==> src/rtl/demux_1x4_buf.sv <==
// demux_1x4_buf: 1-to-4 demultiplexer with a one-word holding buffer per channel.
//
// A word presented on in_data with in_valid is steered to the channel chosen by
// in_sel and held there until that channel's consumer takes it (out_valid[k] &
// out_ready[k]). Each channel has its own full flag, so a stalled channel never
// blocks traffic to the others. A per-channel 8-bit counter tracks delivered words.
//
// Ports:
//   clk          in   clock, rising edge
//   rst          in   synchronous active-high reset
//   in_data      in   [N-1:0] payload
//   in_sel       in   [1:0] destination channel
//   in_valid     in   payload valid this cycle
//   in_ready     out  addressed channel can take a word this cycle
//   out_data_xx  out  [N-1:0] held payload, channel xx
//   out_valid    out  [3:0] channel k holds a word
//   out_ready    in   [3:0] consumer of channel k takes the word
//   busy         out  any channel holds a word
//   xfer_cnt_xx  out  [7:0] delivered-word count, channel xx (wraps)

module demux_1x4_buf #(
  parameter int unsigned N = 32
) (
  input  logic         clk,
  input  logic         rst,
  input  logic [N-1:0] in_data,
  input  logic [1:0]   in_sel,
  input  logic         in_valid,
  output logic         in_ready,
  output logic [N-1:0] out_data_00,
  output logic [N-1:0] out_data_01,
  output logic [N-1:0] out_data_10,
  output logic [N-1:0] out_data_11,
  output logic [3:0]   out_valid,
  input  logic [3:0]   out_ready,
  output logic         busy,
  output logic [7:0]   xfer_cnt_00,
  output logic [7:0]   xfer_cnt_01,
  output logic [7:0]   xfer_cnt_10,
  output logic [7:0]   xfer_cnt_11
);

  logic [N-1:0] data_q [4];
  logic [N-1:0] data_d [4];
  logic [3:0]   full_q;
  logic [3:0]   full_d;
  logic [7:0]   cnt_q  [4];
  logic [7:0]   cnt_d  [4];

  logic       accept;
  logic [3:0] load;
  logic [3:0] xfer;

  // Only the addressed channel's state feeds in_ready; a full channel can still
  // accept when its consumer drains it in the same cycle.
  always_comb begin
    in_ready = !full_q[in_sel] || out_ready[in_sel];
    accept   = in_valid && in_ready;
  end

  always_comb begin
    load = '0;
    xfer = '0;
    for (int k = 0; k < 4; k++) begin
      load[k]   = accept && (in_sel == 2'(k));
      xfer[k]   = full_q[k] && out_ready[k];
      // A load wins over a drain, so a simultaneous drain+load keeps full set.
      full_d[k] = load[k] || (full_q[k] && !xfer[k]);
      data_d[k] = load[k] ? in_data : data_q[k];
      cnt_d[k]  = cnt_q[k] + 8'(xfer[k]);
    end
  end

  always_ff @(posedge clk) begin
    if (rst) begin
      full_q <= '0;
      for (int k = 0; k < 4; k++) begin
        data_q[k] <= '0;
        cnt_q[k]  <= '0;
      end
    end else begin
      full_q <= full_d;
      for (int k = 0; k < 4; k++) begin
        data_q[k] <= data_d[k];
        cnt_q[k]  <= cnt_d[k];
      end
    end
  end

  always_comb begin
    out_valid   = full_q;
    busy        = |full_q;
    out_data_00 = data_q[0];
    out_data_01 = data_q[1];
    out_data_10 = data_q[2];
    out_data_11 = data_q[3];
    xfer_cnt_00 = cnt_q[0];
    xfer_cnt_01 = cnt_q[1];
    xfer_cnt_10 = cnt_q[2];
    xfer_cnt_11 = cnt_q[3];
  end

endmodule

==> config.mk <==
export PLATFORM = sky130hd
export DESIGN_NAME = demux_1x4_buf
export DESIGN_NICKNAME = d
export VERILOG_FILES = /design/src/rtl/demux_1x4_buf.sv
export SDC_FILE = /design/constraint.sdc
export NUM_CORES = 1
export LEC_CHECK = 0
export ABC_AREA = 1
export CORE_MARGIN = 2
export CORE_UTILIZATION = 49
export DETAILED_ROUTE_END_ITERATION = 10
export GPL_ROUTABILITY_DRIVEN = 0
export MAX_ROUTING_LAYER = met4
export PLACE_DENSITY = 0.85
export SETUP_SLACK_MARGIN = 0.2
export SLEW_MARGIN = 20
export SYNTH_ARGS = -nofsm -noshare
export SYNTH_HDL_FRONTEND = slang
export SYNTH_SLANG_ARGS = --single-unit
==> constraint.sdc <==
create_clock -name clk -period 1.6 [get_ports clk]
set_clock_uncertainty 0.1 [all_clocks]
set_input_delay 0.24 -clock clk [delete_from_list [all_inputs] [get_ports clk]]
set_output_delay 0.24 -clock clk [all_outputs]
set_load 0.03 [all_outputs]
### Word-level counts from Yosys, hierarchy flattened

Memories as Yosys holds them, arrays and structs flattened.
Cells that the tools add are included.

* flip-flop bits (word level): 4
* bits in writable memories: 160
* input bits: 41
* output and inout port bits: 166
* logic and storage cells: 63
* memories: 2

* add/sub/neg operators: 4
* magnitude comparators: 1
* eq/ne operators: 3
* muxes and demuxes: 19
* bitwise logic cells: 8
* reduce and logical (&&, ||, !) cells: 25

Memories
* data_q: words 4, width 32, read ports 4, clocked after memory_dff 0, wr ports 4, RTL line 43 `logic [N-1:0] data_q [4];`
* cnt_q: words 4, width 8, read ports 4, clocked after memory_dff 0, wr ports 4, RTL line 47 `logic [7:0] cnt_q [4];`

Operators by type and width (count)
* two-way mux 32 bit: 8
* adder 8 x 1 -> 8 bit: 4
* two-way mux 8 bit: 4
* logical AND 1 bit: 13
* OR 1 bit: 8
* logical NOT 1 bit: 5
* logical OR 1 bit: 5
* two-way mux 1 bit: 5
* binary-select mux 1 bit (select 2 bit): 2
* equality test 2 bit, second input constant: 2
* OR reduction 4 bit: 1
* < comparator 2 x 3 -> 1 bit, second input constant: 1
* equality test 2 x 1 -> 1 bit, second input constant: 1
* logical NOT 2 bit: 1

### Logic depth before layout (Yosys ltp)

Gate-level depths: netlist of run 1.

* depth in word-level cells: 8
* depth in mapped cells: 12
* mapped depth without buffers: 10

### Least setup slack after synthesis of run 1

Ideal clock, no wire load.

* kind: register to register
* start: register full_q[1] (netlist: out_valid[1])
* end: memory cnt_q[1][6] (netlist: cnt_q[0][14])
* setup time: 0.070 ns
* arrival time: 1.524 ns
* data required time: 1.430 ns
* setup slack: -0.094 ns
* stages on the path, launching flop included: 11
* cell sequence: dfxtp_1 -> nand2_1 -> inv_1 -> ha_1 -> ha_1 -> nand2_1 -> inv_1 -> nand2_1 -> nor3_1 -> o21ai_0 -> a21oi_1

RTL lines
* start: declaration: RTL line 45 `logic [3:0] full_q;`
* start signal: assignment: RTL line 82 `full_q <= full_d;`
* end: declaration: RTL line 47

==> run_results.csv, run 1 <==
group,metric,value,unit
cells_and_area,fin_nets,1532,
pwr,powerDensity,840,nW/um^2
setup_path,setup.worst_path.start_class,"flop",
place,hpwl,15.2,mm
global_routing,grt_max_degree,67,
global_routing,grt_usage,30.7,%
setup_path,critPathBufInv,4,
pwr,p_leak,6.48,nW
sta,setup_viol,141,
route,drt_pass1_iterations,5,
sta,finalWorstPathRequiredPeriod,1.84,ns
global_routing,antenna_found_initial,0,
route,viasPerCell,5.29,
route,first_iter_violations,948,
yosys,syn_avg_cell_area,6.56,um^2
place,placed_cells,1607,
sta,rsz0062_at_grt,"yes",
setup_path,cp_cell_sequence,"buf_6, buf_4, nand2_2, inv_2, ha_4, ha_2, nand2_2, inv_2, nand2_2, nor3_4, o21ai_1, a21oi_1",
clocking,cts.sinks,164,
sta,fmax,543,MHz
worst_hold_path,hold_path_class,"input port to flop",
sta,fin_ws,-0.240,ns
sta,slew_headroom,70.6,%
setup_path,regToRegStartpoint,"out_valid[2]$_SDFF_PP0_",
clocking,cts_root_buffer,"clkbuf_16",
cells_and_area,antenna_cells,0,
place,io_buffer_count,206,
yosys,ys_types,25,
worst_hold_path,worstHoldStart,"out_ready[0]",
floorplanning,start_util,50.1,%
setup_path,cp-startpoint,"out_valid[2]$_SDFF_PP0_",
global_routing,grt_use_met3,8.29,%
clocking,clk_latency,0.44,ns
route,vias,9053,
setup_path,crit_family,"buffers and inverters",
floorplanning,die_w,131,um
pwr,ir_drop,0.744,mV
pwr,totalPowerFinal,0.0106,W
setup_path,critPathArrivalTime,2.10,ns
global_routing,grtUsageMet2,51.8,%
sta,post-route-period-util,115,%
yosys,yosys_warnings,0,
yosys,yosysSeqAreaShare,41.4,%
floorplanning,die_h,131,um
cells_and_area,fin_cells,1712,
yosys,syn_inst,1209,
floorplanning,rows,46,
global_routing,met1_usage,35.0,%
cells_and_area,syn2layout_area_growth,59.8,%
sta,drv_slew,0,
route,routedWlPerCell,18.0,um
global_routing,grt_overflow_total,0,
clocking,cts_tree,"built",
yosys,synth-main-ff-cell,"dfxtp_1",
place,dpl_worst_slack,-0.450,ns
yosys,async_flop_share,0,%
yosys,synth.area.top_cells,"dfxtp_1, inv_1, nand2_1, nand4_1, nor2_1",
yosys,synth_top_area_cell,"dfxtp_1",
outcome,status,"finished, violations left",
setup_path,criticalPathCategory,"flop to flop",
sta,hold_violations,0,
global_routing,grt_pass1_wl,41.1,mm
yosys,synth_top_area_share,41.4,%
clocking,cts_buffers,17,
setup_path,crit_top_cell,"nand2_2",
route,antenna_left,0,
global_routing,grt_pass1_vias,8105,
yosys,ys_seq_elements,164,
yosys,synth_edf_count,0,
floorplanning,ios,207,
clocking,clockBufferDepth,2,
floorplanning,core_area,15800,um^2
yosys,syn-num-nets,1258,
run,drv_cap,0,
setup_path,worstPathRequired,1.86,ns
yosys,netlist_area,7930,um^2
cells_and_area,drive_gt1_share,41.9,%
global_routing,top_usage_layer,"met2",
clocking,clk_pin_slew,0.07,ns
setup_path,max_stage_delay,0.36,ns
clocking,cts_max_level,4,
sta,tightest_slew,0.441,ns
route,finalWirelength,30.8,mm
route,drc,0,
setup_path,critPathCaptureType,"flop",
outcome,violations,"negative setup slack",
setup_path,slowest_stage,"dfxtp_4",
floorplanning,fp.dieArea,17200,um^2
setup_path,worstPathMaxFanout,3,
## cell usage in the layout (no fill, tap or decap), types with 41 or more instances in the layout
cell type / instances
inv_1: 240
buf_6: 41
inv_2: 82
nand2_1: 163
nand4_1: 129
buf_2: 150
nand2_2: 69
nor2_1: 120
nand2_4: 61
dfxtp_1: 149
## cell usage after synthesis (2+ instances only)
master and number:
nor3_1 11, nor4_1 2, nand2_1 293, inv_1 293, o21ai_0 12, buf_6 15
clkbuf_1 24, nand3_4 4, buf_2 26, nand3_1 9, buf_1 6, nor2_1 154
dfxtp_1 164, nand4_1 129, ha_1 8, inv_2 30, a21oi_1 21
## worst reg2reg max path, cell delays in order, from the launching register on
cell and delay (ns):
dfxtp_4 0.36, buf_6 0.11, buf_4 0.14, nand2_2 0.07, inv_2 0.08, ha_4 0.14
ha_2 0.18, nand2_2 0.05, inv_2 0.06, nand2_2 0.08, nor3_4 0.15, o21ai_1 0.10
a21oi_1 0.15
## state kept, by name, summed over array words and instances (netlist names)
name and count:
data_q 128, cnt_q 32, out_valid 4
## logic make-up after synthesis
group	Yosys count	synth area share, %
AOI/OAI and AO/OA	33	2.08
adders and majority gates	8	1.26
buffers and inverters	396	20.6
DFF	164	41.4
and+or+nand+nor	608	34.6
## cell type report
| cell class | instances | area [um^2] |
|---|---|---|
| Clock buffer | 19 | 433 |
| Clock inverter | 13 | 111 |
| Fill cell | 978 | 3160 |
| Inverter | 324 | 1220 |
| Multi-Input combinational cell | 649 | 4060 |
| Sequential cell | 164 | 3310 |
| Tap cell | 216 | 270 |
| Timing Repair Buffer | 327 | 3260 |
## where the power goes
part / switching (W) / internal [W]
Clock: 0.00175 / 0.00213
Sequential: 0.000116 / 0.00426
Combinational: 0.00147 / 0.000911
Total: 0.00333 / 0.00731
## stage by stage
stage / TNS [ns] / cell area [um^2] / hold slack, ns / util [%]
after floorplan: 0 / 8090 / 0.293 / -
after global placement: -51.46 / 10600 / 0.354 / 66.9
after detailed placement: -58.67 / 10600 / 0.376 / 66.9
after CTS: -18.64 / 11300 / 0.181 / 71.6
after global routing: -31.63 / 12700 / 0.206 / 80.0
final: -19.87 / 12700 / 0.182 / 80.0
## path summary, 6_finish.rpt
check | end | slack [ns] | cells after the start
worst min-delay path | out_valid[0]$_SDFF_PP0_ | 0.18 | 5
worst max register to register | cnt_q[0][22]$_SDFF_PP0_ | -0.24 | 12
worst min register to register | cnt_q[0][14]$_SDFF_PP0_ | 0.38 | 1
worst max-delay path | cnt_q[0][22]$_SDFF_PP0_ | -0.24 | 12
## metal layers
layer	share of wire [%]	wire length, um	vias to the layer above
li1	-	-	4175
met1	36	11200	4184
met2	49	15200	540
met3	9.3	2860	154
met4	5.1	1570	0
met5	0	0	-
## timing repair
item                       in CTS  in global routing
hold buffers                    0                  0
setup buffers                  24                 22
gates resized for setup       909                326
gates cloned                   15                 12
setup endpoints to repair     310                168
pin swaps                      36                117
Power figures use the tool's default switching activity.
==> inputs of run 2 (changes only) <==
--- a/config.mk
+++ b/config.mk
@@ -5,13 +5,12 @@
 export SDC_FILE = /design/constraint.sdc
 export NUM_CORES = 1
 export LEC_CHECK = 0
-export ABC_AREA = 1
 export CORE_MARGIN = 2
-export CORE_UTILIZATION = 49
+export CORE_UTILIZATION = 47
 export DETAILED_ROUTE_END_ITERATION = 10
 export GPL_ROUTABILITY_DRIVEN = 0
 export MAX_ROUTING_LAYER = met4
-export PLACE_DENSITY = 0.85
+export PLACE_DENSITY = 0.86
 export SETUP_SLACK_MARGIN = 0.2
 export SLEW_MARGIN = 20
 export SYNTH_ARGS = -nofsm -noshare
==> run 2 against run 1 <==
The run still ends with negative setup slack left; critical endpoint is now busy; largest power group is now clock; final cell count fell by 38%; count of clock-buffer cells in the layout rose by 1; non-clock buffer count shrank 47; via count shrank 40%; sequential power is 3% lower; design area shrank 22%; first-iteration DRC count fell by 61%; clock power up 18%; fmax increased by 0.56%; largest cell class unchanged; routed wire length is 36% lower; sequential share of layout area grew 7.3 points.
==> run_results.csv, run 2 <==
group,metric,value,unit
route,vias,5475,
yosys,synthXorXnorAreaFrac,1.59,%
setup_path,worstPathRequired,1.26,ns
floorplanning,fp.dieArea,15000,um^2
sta,fmax,546,MHz
route,routedWlPerCell,18.5,um
sta,setup_viol,40,
clocking,cts_tree,"built",
setup_path,setup.worst_path.start_class,"flop",
pwr,p_leak,4.73,nW
sta,tightest_slew,0.359,ns
sta,finalSetupTns,-4.12,ns
place,hpwl,12.0,mm
floorplanning,die_h,122,um
sta,hold_violations,0,
yosys,async_flop_share,0,%
place,io_buffer_count,206,
yosys,synth_edf_count,0,
clocking,cts_root_buffer,"clkbuf_16",
cells_and_area,fin_cells,1063,
pwr,powerDensity,1010,nW/um^2
global_routing,grt_usage,25.7,%
clocking,cts_max_level,4,
cells_and_area,stdcell_area,9880,um^2
sta,slew_headroom,75.9,%
cells_and_area,fin_nets,919,
setup_path,critPathCaptureType,"output port",
pwr,totalPowerFinal,0.00996,W
global_routing,grt_pass1_vias,5458,
setup_path,worstPathMaxFanout,3,
setup_path,criticalPathCategory,"flop to output port",
cells_and_area,final_cell_mix,"nand2b_1, buf_2, dfxtp_1",
setup_path,regToRegStartpoint,"out_valid[0]$_SDFF_PP0_",
route,finalWirelength,19.7,mm
cells_and_area,drive_gt1_share,38.1,%
yosys,synth_common_cells,"dfxtp_1, nand2b_1, mux2i_1, clkbuf_1, a21oi_1",
global_routing,grt_max_degree,97,
floorplanning,core_area,13800,um^2
yosys,synthAdderAreaFrac,1.52,%
cells_and_area,final.fill_count,983,
yosys,yosys.area_share.simple,21.3,%
place,placed_cells,998,
run,drv_cap,0,
global_routing,antenna_found_initial,0,
outcome,violations,"negative setup slack",
floorplanning,ios,207,
route,first_iter_violations,368,
setup_path,critPathArrivalTime,1.49,ns
cells_and_area,final_common_cell,"nand2b_1",
route,route.met3.wl,1.41,mm
pwr,ir_drop,0.654,mV
yosys,ys_seq_elements,164,
floorplanning,rows,43,
floorplanning,die_w,122,um
sta,rsz0062_at_grt,"yes",
yosys,synth_mux_area_share,19.8,%
place,placed_cell_area,9210,um^2
sta,finalWorstPathRequiredPeriod,1.83,ns
global_routing,grt_overflow_total,0,
yosys,syn_inst,608,
clocking,cts_buffers,17,
outcome,status,"finished, violations left",
yosys,synth_compound_area_share,2.20,%
clocking,clockBufferDepth,2,
floorplanning,start_util,47.9,%
clocking,postCtsHoldBufs,0,
sta,drv_slew,0,
route,antenna_left,0,
yosys,yosysSeqAreaShare,49.8,%
worst_hold_path,worstHoldStart,"rst",
clocking,clk_latency,0.42,ns
route,highest_layer,"met4",
route,met1_length,8.20,mm
cells_and_area,antenna_cells,0,
cells_and_area,top_register,"data_q",
yosys,netlist_area,6600,um^2
sta,fin_ws,-0.230,ns
yosys,syn_avg_cell_area,10.9,um^2
route,viasPerCell,5.15,
route,wl_met2,9.73,mm
sta,post-route-period-util,114,%
yosys,synth.area.top_cells,"dfxtp_1, mux2i_1, nand2b_1, ha_1, a21oi_1",
cells_and_area,largest_reg_flops,128,
yosys,synth_top_family_by_area,"simple AND/OR/NAND/NOR gates",
yosys,yosys_warnings,0,
clocking,clk_pin_slew,0.06,ns
yosys,syn-num-nets,657,
yosys,synth_top_area_cell,"dfxtp_1",
yosys,synth-main-ff-cell,"dfxtp_1",
setup_path,cp-startpoint,"out_valid[1]$_SDFF_PP0_",
yosys,ys_types,27,
route,drt_pass1_iterations,5,
yosys,synth_top_area_share,49.8,%
sta,hold_ws,0.100,ns
route,drc,0,
clocking,cts.sinks,164,
cells_and_area,syn2layout_area_growth,49.7,%
worst_hold_path,hold_path_class,"input port to flop",
global_routing,grt_pass1_wl,28.6,mm
[run 2: what timing repair did]
item / 4_1_cts / 5_1_grt
setup buffers: 11 / 10
hold endpoints to repair: 0 / 0
pin swaps: 32 / 25
gates cloned: 7 / 5
endpoints found under the setup margin: 280 / 141
resized for setup: 850 / 72
[run 2: path summary, 6_finish.rpt]
path                                              endpoint  slack, ns  depth (start not counted)
worst max-delay path                                  busy      -0.23                          2
worst min-delay path            data_q[1][15]$_SDFFE_PP0P_       0.10                          3
worst max register to register  data_q[0][20]$_SDFFE_PP0P_      -0.16                          8
worst min register to register  data_q[3][31]$_SDFFE_PP0P_       0.37                          2
[run 2: cell type report]
| class | instances | area (um^2) | share of cell area [%] |
|---|---|---|---|
| multi-input combinational | 407 | 3430 | 34.8 |
| clock buffer | 20 | 468 | 4.74 |
| timing repair buffer | 280 | 2250 | 22.7 |
| clock inverter | 12 | 199 | 2.01 |
| tap | 180 | 225 | 2.28 |
| sequential | 164 | 3310 | 33.5 |
[run 2: cell families (layout without fill, tap and decap cells)]
| kind of cell | Yosys count | count (layout) |
|---|---|---|
| flip-flops | 164 | 164 |
| adder cells (fa/ha/maj) | 8 | 8 |
| AO/OA/AOI/OAI | 28 | 28 |
| buffers and inverters | 37 | 312 |
| multiplexers | 129 | 129 |
| XOR/XNOR | 12 | 12 |
| AND/OR/NAND/NOR | 230 | 230 |
[run 2: stage by stage]
| stage | util, % | setup WS (ns) |
|---|---|---|
| 5_1_grt | 71.7 | -0.274 |
| 4_1_cts | 69.2 | -0.231 |
| 3_5_place_dp | 66.9 | -0.679 |
| 2_1_floorplan | - | 0.134 |
| 3_3_place_gp | 66.9 | -0.680 |
| 6_report | 71.7 | -0.230 |
[run 2: layer usage]
metal  track usage (%)  vias up
li1                  -     2573
met1              29.9     2655
met2              42.2      216
met3              7.48       31
met4              9.27        0
met5                 -        -
[run 2: power breakdown]
part / total, W / internal, W / switching [W]
registers: 0.00427 / 0.00420 / 0.0000729
clock network: 0.00457 / 0.00291 / 0.00166
logic: 0.00112 / 0.000500 / 0.000616
[run 2: critical path, cell delays in order, from the launching register on]
cell and delay, ns:
dfxtp_4 0.36, or4_4 0.55, buf_6 0.16
